## config.mk

```make
export PLATFORM = sky130hd
export DESIGN_NAME = tt_pin_wb_bridge_flat
export DESIGN_NICKNAME = d
export VERILOG_FILES = /design/src/rtl/tt_pin_wb_bridge_if.sv /design/src/rtl/tt_pin_wb_bridge.sv /design/src/flat_wrapper.sv
export SDC_FILE = /design/constraint.sdc
export NUM_CORES = 1
export LEC_CHECK = 0
export BUFFER_PORTS_ARGS = -buffer_cell sky130_fd_sc_hd__buf_4
export CAP_MARGIN = 30
export CORE_MARGIN = 3
export CORE_UTILIZATION = 57
export CTS_BUF_LIST = sky130_fd_sc_hd__clkbuf_4 sky130_fd_sc_hd__clkbuf_8
export DETAILED_ROUTE_END_ITERATION = 8
export HOLD_SLACK_MARGIN = 0.15
export PLACE_DENSITY = 0.87
export SLEW_MARGIN = 20
export SYNTH_ARGS = -nofsm -noshare
export SYNTH_HDL_FRONTEND = slang
export SYNTH_SLANG_ARGS = --single-unit
```

## constraint.sdc

```tcl
create_clock -name clk -period 7.4 [get_ports clk]
set_input_delay 0.37 -clock clk [delete_from_list [all_inputs] [get_ports clk]]
set_output_delay 0.37 -clock clk [all_outputs]
set_load 0.01 [all_outputs]
```

## src/rtl/tt_pin_wb_bridge_if.sv

```systemverilog
// ---------------------------------------------------------------------------
// tt_pin_wb_bridge_if
//
// Purpose: classic single-cycle Wishbone link between the TinyTapeout pin
// bridge (master) and the USB device core's register slave.
//
// Signals:
//   wb_CYC, wb_STB, wb_WE  master -> slave  cycle, strobe, write enable
//   wb_ADR[13:0]           master -> slave  word address
//   wb_SEL[3:0]            master -> slave  byte lane selects
//   wb_DAT_MOSI[31:0]      master -> slave  write data
//   wb_DAT_MISO[31:0]      slave -> master  read data
//   wb_ACK                 slave -> master  acknowledge
//
// Modports: master (the bridge), slave (the device core or a bench model).
// ---------------------------------------------------------------------------
interface tt_pin_wb_bridge_if;
   logic        wb_CYC;
   logic        wb_STB;
   logic        wb_WE;
   logic [13:0] wb_ADR;
   logic [3:0]  wb_SEL;
   logic [31:0] wb_DAT_MOSI;
   logic [31:0] wb_DAT_MISO;
   logic        wb_ACK;

   modport master (
      output wb_CYC, wb_STB, wb_WE, wb_ADR, wb_SEL, wb_DAT_MOSI,
      input  wb_DAT_MISO, wb_ACK
   );

   modport slave (
      input  wb_CYC, wb_STB, wb_WE, wb_ADR, wb_SEL, wb_DAT_MOSI,
      output wb_DAT_MISO, wb_ACK
   );
endinterface

```

## src/rtl/tt_pin_wb_bridge.sv

```systemverilog
// ---------------------------------------------------------------------------
// tt_pin_wb_bridge
//
// Purpose: byte-serial host to Wishbone bridge. The host strobes command
// bytes in on the TinyTapeout pins; the bridge assembles address, byte
// selects and (for writes) a 32-bit data word, runs one classic Wishbone
// cycle, and for reads hands the returned word back one byte per strobe.
//
// Command byte sequence:
//   byte 0 : {we, x, adr[13:8]}
//   byte 1 : adr[7:0]
//   byte 2 : {xxxx, sel[3:0]}
//   byte 3..6 (writes only) : write data, least significant byte first
// Reads then return data bytes 0..3 on uo_out, advanced by each strobe.
//
// Ports:
//   clk          system clock
//   rst          asynchronous, active-high reset
//   ena          TT enable; strobes ignored while low (bus cycle still ends)
//   ui_in[7:0]   host data byte
//   uo_out[7:0]  read byte in RDATA, else {5'b0, we, err, busy}
//   uio_in[7:0]  bit 4 = host strobe (asynchronous), other bits unused
//   uio_out[7:0] {err, done_tgl, busy, 1'b0, 4'b0}
//   uio_oe[7:0]  constant 8'b1110_0000
//   wb           Wishbone master modport
//
// Parameters:
//   TIMEOUT_W    width of the ACK timeout counter (timeout build only)
//
// Build option:
//   WB_TIMEOUT_EN  when defined, a bus cycle with no ACK for 2^TIMEOUT_W-1
//                  cycles is ended by the bridge, sets err and returns
//                  32'hFFFF_FFFF. When undefined, BUS waits for ACK forever
//                  and err stays 0.
// ---------------------------------------------------------------------------
module tt_pin_wb_bridge #(
   parameter int TIMEOUT_W = 8
) (
   input  logic                 clk,
   input  logic                 rst,
   input  logic                 ena,
   input  logic [7:0]           ui_in,
   output logic [7:0]           uo_out,
   input  logic [7:0]           uio_in,
   output logic [7:0]           uio_out,
   output logic [7:0]           uio_oe,
   tt_pin_wb_bridge_if.master   wb
);

   typedef enum logic [2:0] {
      IDLE,
      ADRL,
      SELB,
      WDATA,
      BUS,
      RDATA
   } state_t;

   state_t      state;
   logic        sync1;
   logic        sync2;
   logic        sync3;
   logic        sync_v1;
   logic        sync_v2;
   logic        armed;
   logic        byte_stb;
   logic        byte_acc;
   logic        we_r;
   logic [13:0] adr_r;
   logic [3:0]  sel_r;
   logic [31:0] mosi_r;
   logic [31:0] miso_r;
   logic [1:0]  bidx;
   logic        cyc_r;
   logic        done_tgl;
   logic        err;
   logic        busy;
   logic        to_fire;
   logic        bus_done;
   logic        unused_uio;

   assign unused_uio = ^{uio_in[7:5], uio_in[3:0]};

   // Host strobe synchronizer and rising-edge detector. sync_v1/sync_v2
   // track how far a real pin sample has travelled since reset; the
   // detector is only armed once a genuine low has been seen, so a strobe
   // held high through reset release is not mistaken for a new byte.
   always_ff @(posedge clk or posedge rst) begin
      if (rst) begin
         sync1   <= 1'b0;
         sync2   <= 1'b0;
         sync3   <= 1'b0;
         sync_v1 <= 1'b0;
         sync_v2 <= 1'b0;
         armed   <= 1'b0;
      end else begin
         sync1   <= uio_in[4];
         sync2   <= sync1;
         sync3   <= sync2;
         sync_v1 <= 1'b1;
         sync_v2 <= sync_v1;
         if (sync_v2 && !sync2)
            armed <= 1'b1;
      end
   end

   assign byte_stb = armed & sync2 & ~sync3;
   assign byte_acc = byte_stb & ena;

`ifdef WB_TIMEOUT_EN
   // The counter sits at zero outside BUS, so every bus cycle starts from
   // a cleared count. The cycle whose increment would reach all-ones ends
   // the transfer, which gives 2^TIMEOUT_W-1 cycles of CYC/STB.
   localparam logic [TIMEOUT_W-1:0] TO_LAST = {TIMEOUT_W{1'b1}} - 1'b1;

   logic [TIMEOUT_W-1:0] to_cnt;

   always_ff @(posedge clk or posedge rst) begin
      if (rst)
         to_cnt <= '0;
      else if (state != BUS)
         to_cnt <= '0;
      else if (!wb.wb_ACK)
         to_cnt <= to_cnt + 1'b1;
   end

   assign to_fire = (state == BUS) && !wb.wb_ACK && (to_cnt == TO_LAST);
`else
   localparam int unused_timeout_w = TIMEOUT_W;

   assign to_fire = 1'b0;
`endif

   assign bus_done = (state == BUS) && (wb.wb_ACK || to_fire);

   // Command assembly and bus sequencing. CYC/STB are a single register
   // raised on the edge that accepts the final command byte, so address,
   // selects and write data are already stable when the slave sees STB.
   always_ff @(posedge clk or posedge rst) begin
      if (rst) begin
         state    <= IDLE;
         we_r     <= 1'b0;
         adr_r    <= '0;
         sel_r    <= '0;
         mosi_r   <= '0;
         miso_r   <= '0;
         bidx     <= '0;
         cyc_r    <= 1'b0;
         done_tgl <= 1'b0;
         err      <= 1'b0;
      end else begin
         case (state)
            IDLE: begin
               if (byte_acc) begin
                  we_r        <= ui_in[7];
                  adr_r[13:8] <= ui_in[5:0];
                  state       <= ADRL;
               end
            end
            ADRL: begin
               if (byte_acc) begin
                  adr_r[7:0] <= ui_in;
                  state      <= SELB;
               end
            end
            SELB: begin
               if (byte_acc) begin
                  sel_r <= ui_in[3:0];
                  err   <= 1'b0;
                  bidx  <= '0;
                  if (we_r) begin
                     state <= WDATA;
                  end else begin
                     state <= BUS;
                     cyc_r <= 1'b1;
                  end
               end
            end
            WDATA: begin
               if (byte_acc) begin
                  mosi_r[{bidx, 3'b000} +: 8] <= ui_in;
                  bidx <= bidx + 2'd1;
                  if (bidx == 2'd3) begin
                     state <= BUS;
                     cyc_r <= 1'b1;
                  end
               end
            end
            BUS: begin
               // Host strobes are deliberately not looked at here.
               if (bus_done) begin
                  cyc_r    <= 1'b0;
                  done_tgl <= ~done_tgl;
                  miso_r   <= wb.wb_ACK ? wb.wb_DAT_MISO : 32'hFFFF_FFFF;
                  bidx     <= '0;
                  if (to_fire)
                     err <= 1'b1;
                  state <= we_r ? IDLE : RDATA;
               end
            end
            RDATA: begin
               if (byte_acc) begin
                  bidx <= bidx + 2'd1;
                  if (bidx == 2'd3)
                     state <= IDLE;
               end
            end
            default: state <= IDLE;
         endcase
      end
   end

   assign busy = (state != IDLE);

   // Read data is presented byte by byte while in RDATA; elsewhere the
   // host sees a small status word.
   always_comb begin
      uo_out = {5'b0, we_r, err, busy};
      if (state == RDATA) begin
         case (bidx)
            2'd0:    uo_out = miso_r[7:0];
            2'd1:    uo_out = miso_r[15:8];
            2'd2:    uo_out = miso_r[23:16];
            default: uo_out = miso_r[31:24];
         endcase
      end
   end

   assign uio_out = {err, done_tgl, busy, 1'b0, 4'b0000};
   assign uio_oe  = 8'b1110_0000;

   assign wb.wb_CYC      = cyc_r;
   assign wb.wb_STB      = cyc_r;
   assign wb.wb_WE       = we_r;
   assign wb.wb_ADR      = adr_r;
   assign wb.wb_SEL      = sel_r;
   assign wb.wb_DAT_MOSI = mosi_r;

endmodule

```

## src/flat_wrapper.sv

```systemverilog
// flat-port wrapper written by rule: the top's interface ports become plain ports
module tt_pin_wb_bridge_flat 
#(
   parameter int TIMEOUT_W = 8
)
  (clk, rst, ena, ui_in, uo_out, uio_in, uio_out, uio_oe, wb_wb_CYC, wb_wb_STB, wb_wb_WE, wb_wb_ADR, wb_wb_SEL, wb_wb_DAT_MOSI, wb_wb_DAT_MISO, wb_wb_ACK);
  tt_pin_wb_bridge_if wb_i ();
  input  logic clk;
  input  logic rst;
  input  logic ena;
  input  logic [7:0] ui_in;
  output logic [7:0] uo_out;
  input  logic [7:0] uio_in;
  output logic [7:0] uio_out;
  output logic [7:0] uio_oe;
  output wire logic [$bits(wb_i.wb_CYC)-1:0] wb_wb_CYC;
  output wire logic [$bits(wb_i.wb_STB)-1:0] wb_wb_STB;
  output wire logic [$bits(wb_i.wb_WE)-1:0] wb_wb_WE;
  output wire logic [$bits(wb_i.wb_ADR)-1:0] wb_wb_ADR;
  output wire logic [$bits(wb_i.wb_SEL)-1:0] wb_wb_SEL;
  output wire logic [$bits(wb_i.wb_DAT_MOSI)-1:0] wb_wb_DAT_MOSI;
  input wire logic [$bits(wb_i.wb_DAT_MISO)-1:0] wb_wb_DAT_MISO;
  input wire logic [$bits(wb_i.wb_ACK)-1:0] wb_wb_ACK;
  assign wb_wb_CYC = wb_i.wb_CYC;
  assign wb_wb_STB = wb_i.wb_STB;
  assign wb_wb_WE = wb_i.wb_WE;
  assign wb_wb_ADR = wb_i.wb_ADR;
  assign wb_wb_SEL = wb_i.wb_SEL;
  assign wb_wb_DAT_MOSI = wb_i.wb_DAT_MOSI;
  assign wb_i.wb_DAT_MISO = wb_wb_DAT_MISO;
  assign wb_i.wb_ACK = wb_wb_ACK;
  tt_pin_wb_bridge #(.TIMEOUT_W(TIMEOUT_W)) u_core (.clk(clk), .rst(rst), .ena(ena), .ui_in(ui_in), .uo_out(uo_out), .uio_in(uio_in), .uio_out(uio_out), .uio_oe(uio_oe), .wb(wb_i));
endmodule
```

**Word-level counts from Yosys, hierarchy flattened**

Index checks and enable logic that the tools add are counted.

- Add/sub/neg operators: 2
- Multipliers: 0
- Div/mod/pow operators: 0
- Magnitude comparators: 0
- Equal/unequal tests: 18
- Shift operators: 2
- Multiplexer cells: 25
- Bitwise operators: 5
- Reduce and logical (&&, ||, !) cells: 17

Operators by type and width:

| operator | number |
|---|---|
| bitwise mux 32 bit | 1 |
| 2-to-1 mux 32 bit | 1 |
| variable shift 8 x 7 -> 32 bit (first input constant) | 1 |
| indexed part select 8 x 7 -> 32 bit | 1 |
| 2-to-1 mux 3 bit | 10 |
| case mux 8 bit (3 select lines) | 1 |
| inequality test 2 x 1 -> 1 bit (second input constant) | 9 |
| case mux 3 bit (6 select lines) | 1 |
| AND reduction 2 bit | 5 |
| nonzero test 3 bit | 3 |
| 2-to-1 mux 8 bit | 1 |
| AND reduction 8 bit | 1 |
| negation 5 -> 7 bit | 1 |
| == test 3 x 2 -> 1 bit (second input constant) | 2 |
| == test 3 bit (second input constant) | 2 |
| 2-to-1 mux 2 bit | 3 |
| case mux 2 bit (3 select lines) | 1 |
| AND reduction 6 bit | 1 |
| 2-to-1 mux 1 bit | 5 |
| == test 2 bit (second input constant) | 2 |
| AND reduction 4 bit | 1 |
| bitwise AND 1 bit | 3 |
| == test 3 x 1 -> 1 bit (second input constant) | 1 |
| zero test 3 bit | 1 |
| 9 further kinds | 11 |

- Register bits: 96
- Bits in latches: 0
- Bits in writable memories: 0
- Bits in read-only memories: 0
- Input bits: 52
- Output and inout bits: 77
- Word-level logic and storage cells: 85
- Memories kept: 0

**Logic depth before layout (Yosys ltp)**

- Word-level depth: 5
- Gate-level depth with buffers: 8
- Gate-level depth less buffers: 6

**Worst setup path before layout**

Ideal clock, no wire load.

- Path type: reg-to-output
- Start: register u_core.bidx[0]
- End: output uo_out[0]
- Arrival time: 1.658 ns
- Required time: 7.030 ns
- Path slack: 5.372 ns
- Stages on the path, launching flop included: 9
- Path buffers: 2
- Cell sequence: dfrtp_1 clkbuf_2 inv_1 ha_1 buf_2 a222oi_1 nand2_1 o21ai_0 a31oi_1

- Word-level cells in the longest chain between the ends: 3
- Elaborated cells between the ends (all ways): 5
- Classes of those cells: eq/ne (2); mux (2); reduce/logical (1)

RTL lines:

| what | line | text |
|---|---|---|
| start, declared | tt_pin_wb_bridge.sv:73 | `logic [1:0] bidx;` |
| start signal, assigned | tt_pin_wb_bridge.sv:182 | `bidx <= bidx + 2'd1;` |
| start signal, assigned | tt_pin_wb_bridge.sv:203 | `bidx <= bidx + 2'd1;` |
| == test 2 bit, or another cell as far along | tt_pin_wb_bridge.sv:220 | `case (bidx)` |
| case mux 8 bit (3 select lines) (*) | tt_pin_wb_bridge.sv:220 |  |
| 2-to-1 mux 8 bit (*) | tt_pin_wb_bridge.sv:219 | `if (state == RDATA) begin` |
| end, declared | flat_wrapper.sv:12 | `output logic [7:0] uo_out;` |

Every way passes the cells marked *; elsewhere a longest branch is shown, timed or not.

**Worst setup path after layout**

Ends and elaborated chain as after synthesis.

==> results.toml <==
[clock_network]
clk_path_buf_depth = 2
cts_tree = "built"
ctsResizeCount = 0
clk_pin_slew_ns = 0.10
insertion_delay_ns = 0.36
clock_sinks = 96
post_cts_buffers = 0
cts-root-buf = "clkbuf_8"
cts_max_level = 3
cts_inserted_buffers = 9

[timing]
fin_skew_ns = 0.009009
worst_slack_ns = 4.595
fin_crit_ns = 2.805
whs_ns = 0.2236
post-route-period-util_pct = 37.91
timing.fmax_ghz = 0.3565
tightest_slew_ns = 0.8736
slew_headroom_pct = 41.76
rsz0062_at_grt = "false"
setup-violations-final = 0
hold_viol = 0
fin_setup_tns_ns = 0
slew_violations = 0

[run]
drv_cap = 0

[yosys]
syn_area_um2 = 4317
ys.flop_type = "dfrtp_1"
synth.top_cell.area_share_pct = 55.65
synth_seq_area_share_pct = 55.65
ys_ff_latch = 96
syn-instance-count = 375
async_flop_share_pct = 100.0
yosys.area.top_type = "dfrtp_1"
synth-edff-count = 0
synth_area_leaders = "dfrtp_1 56%, mux2_2 13%, nand2_1 5.9%, o21ai_0 3.6%, buf_4 3.5%"
postSynthAreaPerCell_um2 = 11.51
ys_types = 43
yosys_warnings = 0

[grt]
antenna_found_initial = 0
overflow = 0
grt_usage_pct = 22.05
grt_pass1_wl_um = 14920
grt_max_degree = 59
grt_pass1_vias = 3006

[critical_path]
crit_type = "reg2out"
path_cells = "inv_1, ha_1, a222oi_1, nand2_1, o21ai_0, a31oi_1, buf_4"
cp_slowest_cell = "dfrtp_1"
cp_max_fo = 12
ff2ff_path_depth = 5
crit_cells = 7
cp_num_buf_inv = 2
max_stage_delay_ns = 0.56
crit_arrival_ns = 2.44
end_kind = "output port"
cp_top_family = "compound AO/OA/AOI/OAI gates"
worstPathRequired_ns = 7.03
critPathLaunchType = "flip-flop"
rrSetupSlack_ns = 5.14

[detailed_routing]
post-route-drc-count = 0
top_layer_used = "met4"
via_per_inst = 5.398
ant_nets = 0
wl_met1_um = 3728
drt_iter0_markers = 141
routed-wl-met3_um = 846
drt-wirelength-per-cell_um = 15.95
drt-total-wl_um = 9218
vias = 3120
wl_met2_um = 4516
drtPass1Iterations = 5

[pwr]
p_sw_w = 0.0006013
power_density_nw_per_um2 = 331.8
p_int_w = 0.001143
power_leakage_nw = 2.511
power.sequential.fraction_pct = 47.0
ir_drop_uv = 173.7
power_frac_clock_pct = 18.7
p_comb_share_pct = 34.3
switching_share_pct = 34.47
finalPower_w = 0.001744

[place]
gp_congestion = 0.8001
pre_cts_ws_ns = 4.978
numPortBuffers = 107
place_hpwl_um = 6674

[floorplan]
fp.coreArea_um2 = 7292
die_x_um = 93.03
io_pins = 129
rows = 31
dieHeight_um = 93.03
start_util_pct = 59.20
die-area_um2 = 8654

[hold_path]
min_path_cells = 2
min-delay-path-class = "in2reg"

[final_layout]
drive_gt1_share_pct = 39.04
final_util_pct = 72.10
nFillCells = 527
diodes = 0
syn2layout_area_growth_pct = 21.80
fin_nets = 532

[outcome]
status = "complete, no violations"
power groups by stage:
stage / sequential [W] / combinational [W] / clock, W
CTS: 0.000819 / 0.000606 / 0.000334
detailed placement: 0.000830 / 0.000604 / 0
global route: 0.000844 / 0.000656 / 0.000357
floorplan: 0.000811 / 0.000402 / 0
global placement: 0.000818 / 0.000583 / 0
finish: 0.000819 / 0.000598 / 0.000327
placed cells by master (no fill, tap or decap), types with 2 or more instances in the layout:
cell	Yosys	final
a31oi_1	2	2
inv_1	6	5
nor3b_2	3	3
clkinvlp_4	0	2
inv_8	0	2
nor2b_1	2	2
o21ai_0	31	31
conb_1	2	15
dlygate4sd3_1	0	2
mux2_1	3	3
a211oi_1	2	2
nand3_1	2	2
nand2_1	68	68
clkbuf_8	0	9
nor3_2	2	2
buf_4	20	108
dfrtp_1	96	96
nand4_1	3	3
clkinv_4	0	2
a222oi_1	8	8
o21ai_1	6	6
ha_1	6	6
a21oi_1	11	11
mux2_2	49	49
nor2_1	18	18
nand2_2	2	2
layout make-up:
| type | instances | area (um2) | share of cell area (%) |
|---|---|---|---|
| sequential | 96 | 2402 | 45.69 |
| multi-input combinational | 251 | 1689 | 32.13 |
| timing repair buffer | 110 | 830.8 | 15.80 |
| clock buffer | 9 | 123.9 | 2.356 |
| tap | 99 | 123.9 | 2.356 |
| clock inverter | 7 | 63.81 | 1.214 |
| inverter | 6 | 23.77 | 0.4522 |
cells by family after synthesis:
logic type                 after synthesis  synth area share, %
and+or+nand+nor                        110                12.93
DFF                                     96                55.65
AOI/OAI and AO/OA                       66                9.160
muxes                                   53                13.80
buffers and inverters                   41                6.347
adders and majority gates                6                1.739
other                                    2               0.1740
xor gates and xnor gates                 1               0.2029
through the flow:
step,area (um2),std cells
CTS,5258,578
detailed placement,5050,560
finish,5258,578
global placement,5050,560
global route,5258,578
floorplan,4365,388
Yosys cell counts (2+ instances only):
library cell and number:
nand4_1 3, nor2_1 18, a211oi_1 2, nor2b_1 2
mux2_1 3, nor3_2 2, nor3b_2 3, conb_1 2
mux2_2 49, o21ai_0 31, buf_6 5, a21oi_1 11
buf_2 5, dfrtp_1 96, nand2_1 68, inv_1 6
buf_4 20, clkbuf_1 4, a31oi_1 2, nand2_2 2
ha_1 6, o21ai_1 6, a222oi_1 8, nand3_1 2
timing repair:
action | in CTS | in global routing
setup endpoints to repair | 0 | 0
hold buffers | 2 | 0
endpoints found under the hold margin | 39 | 0
per-layer routing:
| metal | global-route usage, % | vias to the layer above |
|---|---|---|
| met5 | 0 | - |
| met4 | 8.425 | 0 |
| met3 | 5.310 | 13 |
| met2 | 35.33 | 142 |
| met1 | 29.26 | 1504 |
| li1 | - | 1461 |
flip-flops by register name (all words and copies together), names as in the netlist:
signal                 count
u_core.bidx                2
u_core.sync3               1
u_core.miso_r             32
u_core.sync_v1             1
u_core.wb.wb_ADR          14
u_core.sync_v2             1
u_core.done_tgl            1
u_core.wb.wb_WE            1
u_core.wb.wb_SEL           4
u_core.wb.wb_DAT_MOSI     32
u_core.wb.wb_CYC           1
u_core.sync1               1
u_core.armed               1
u_core.state               3
u_core.sync2               1
worst paths after layout:
path	to	startpoint
max	uo_out[0]	u_core.bidx[0]$_DFFE_PP0P_
min	u_core.miso_r[21]$_DFFE_PP0P_	wb_wb_DAT_MISO[21]
max reg2reg	u_core.wb.wb_DAT_MOSI[16]$_DFFE_PP0P_	u_core.bidx[0]$_DFFE_PP0P_
min reg2reg	u_core.sync2$_DFF_PP0_	u_core.sync1$_DFF_PP0_
max in group asynchronous	u_core.sync_v2$_DFF_PP0_	rst
min in group asynchronous	u_core.miso_r[18]$_DFFE_PP0P_	rst
(Power assumes the default switching activity.)
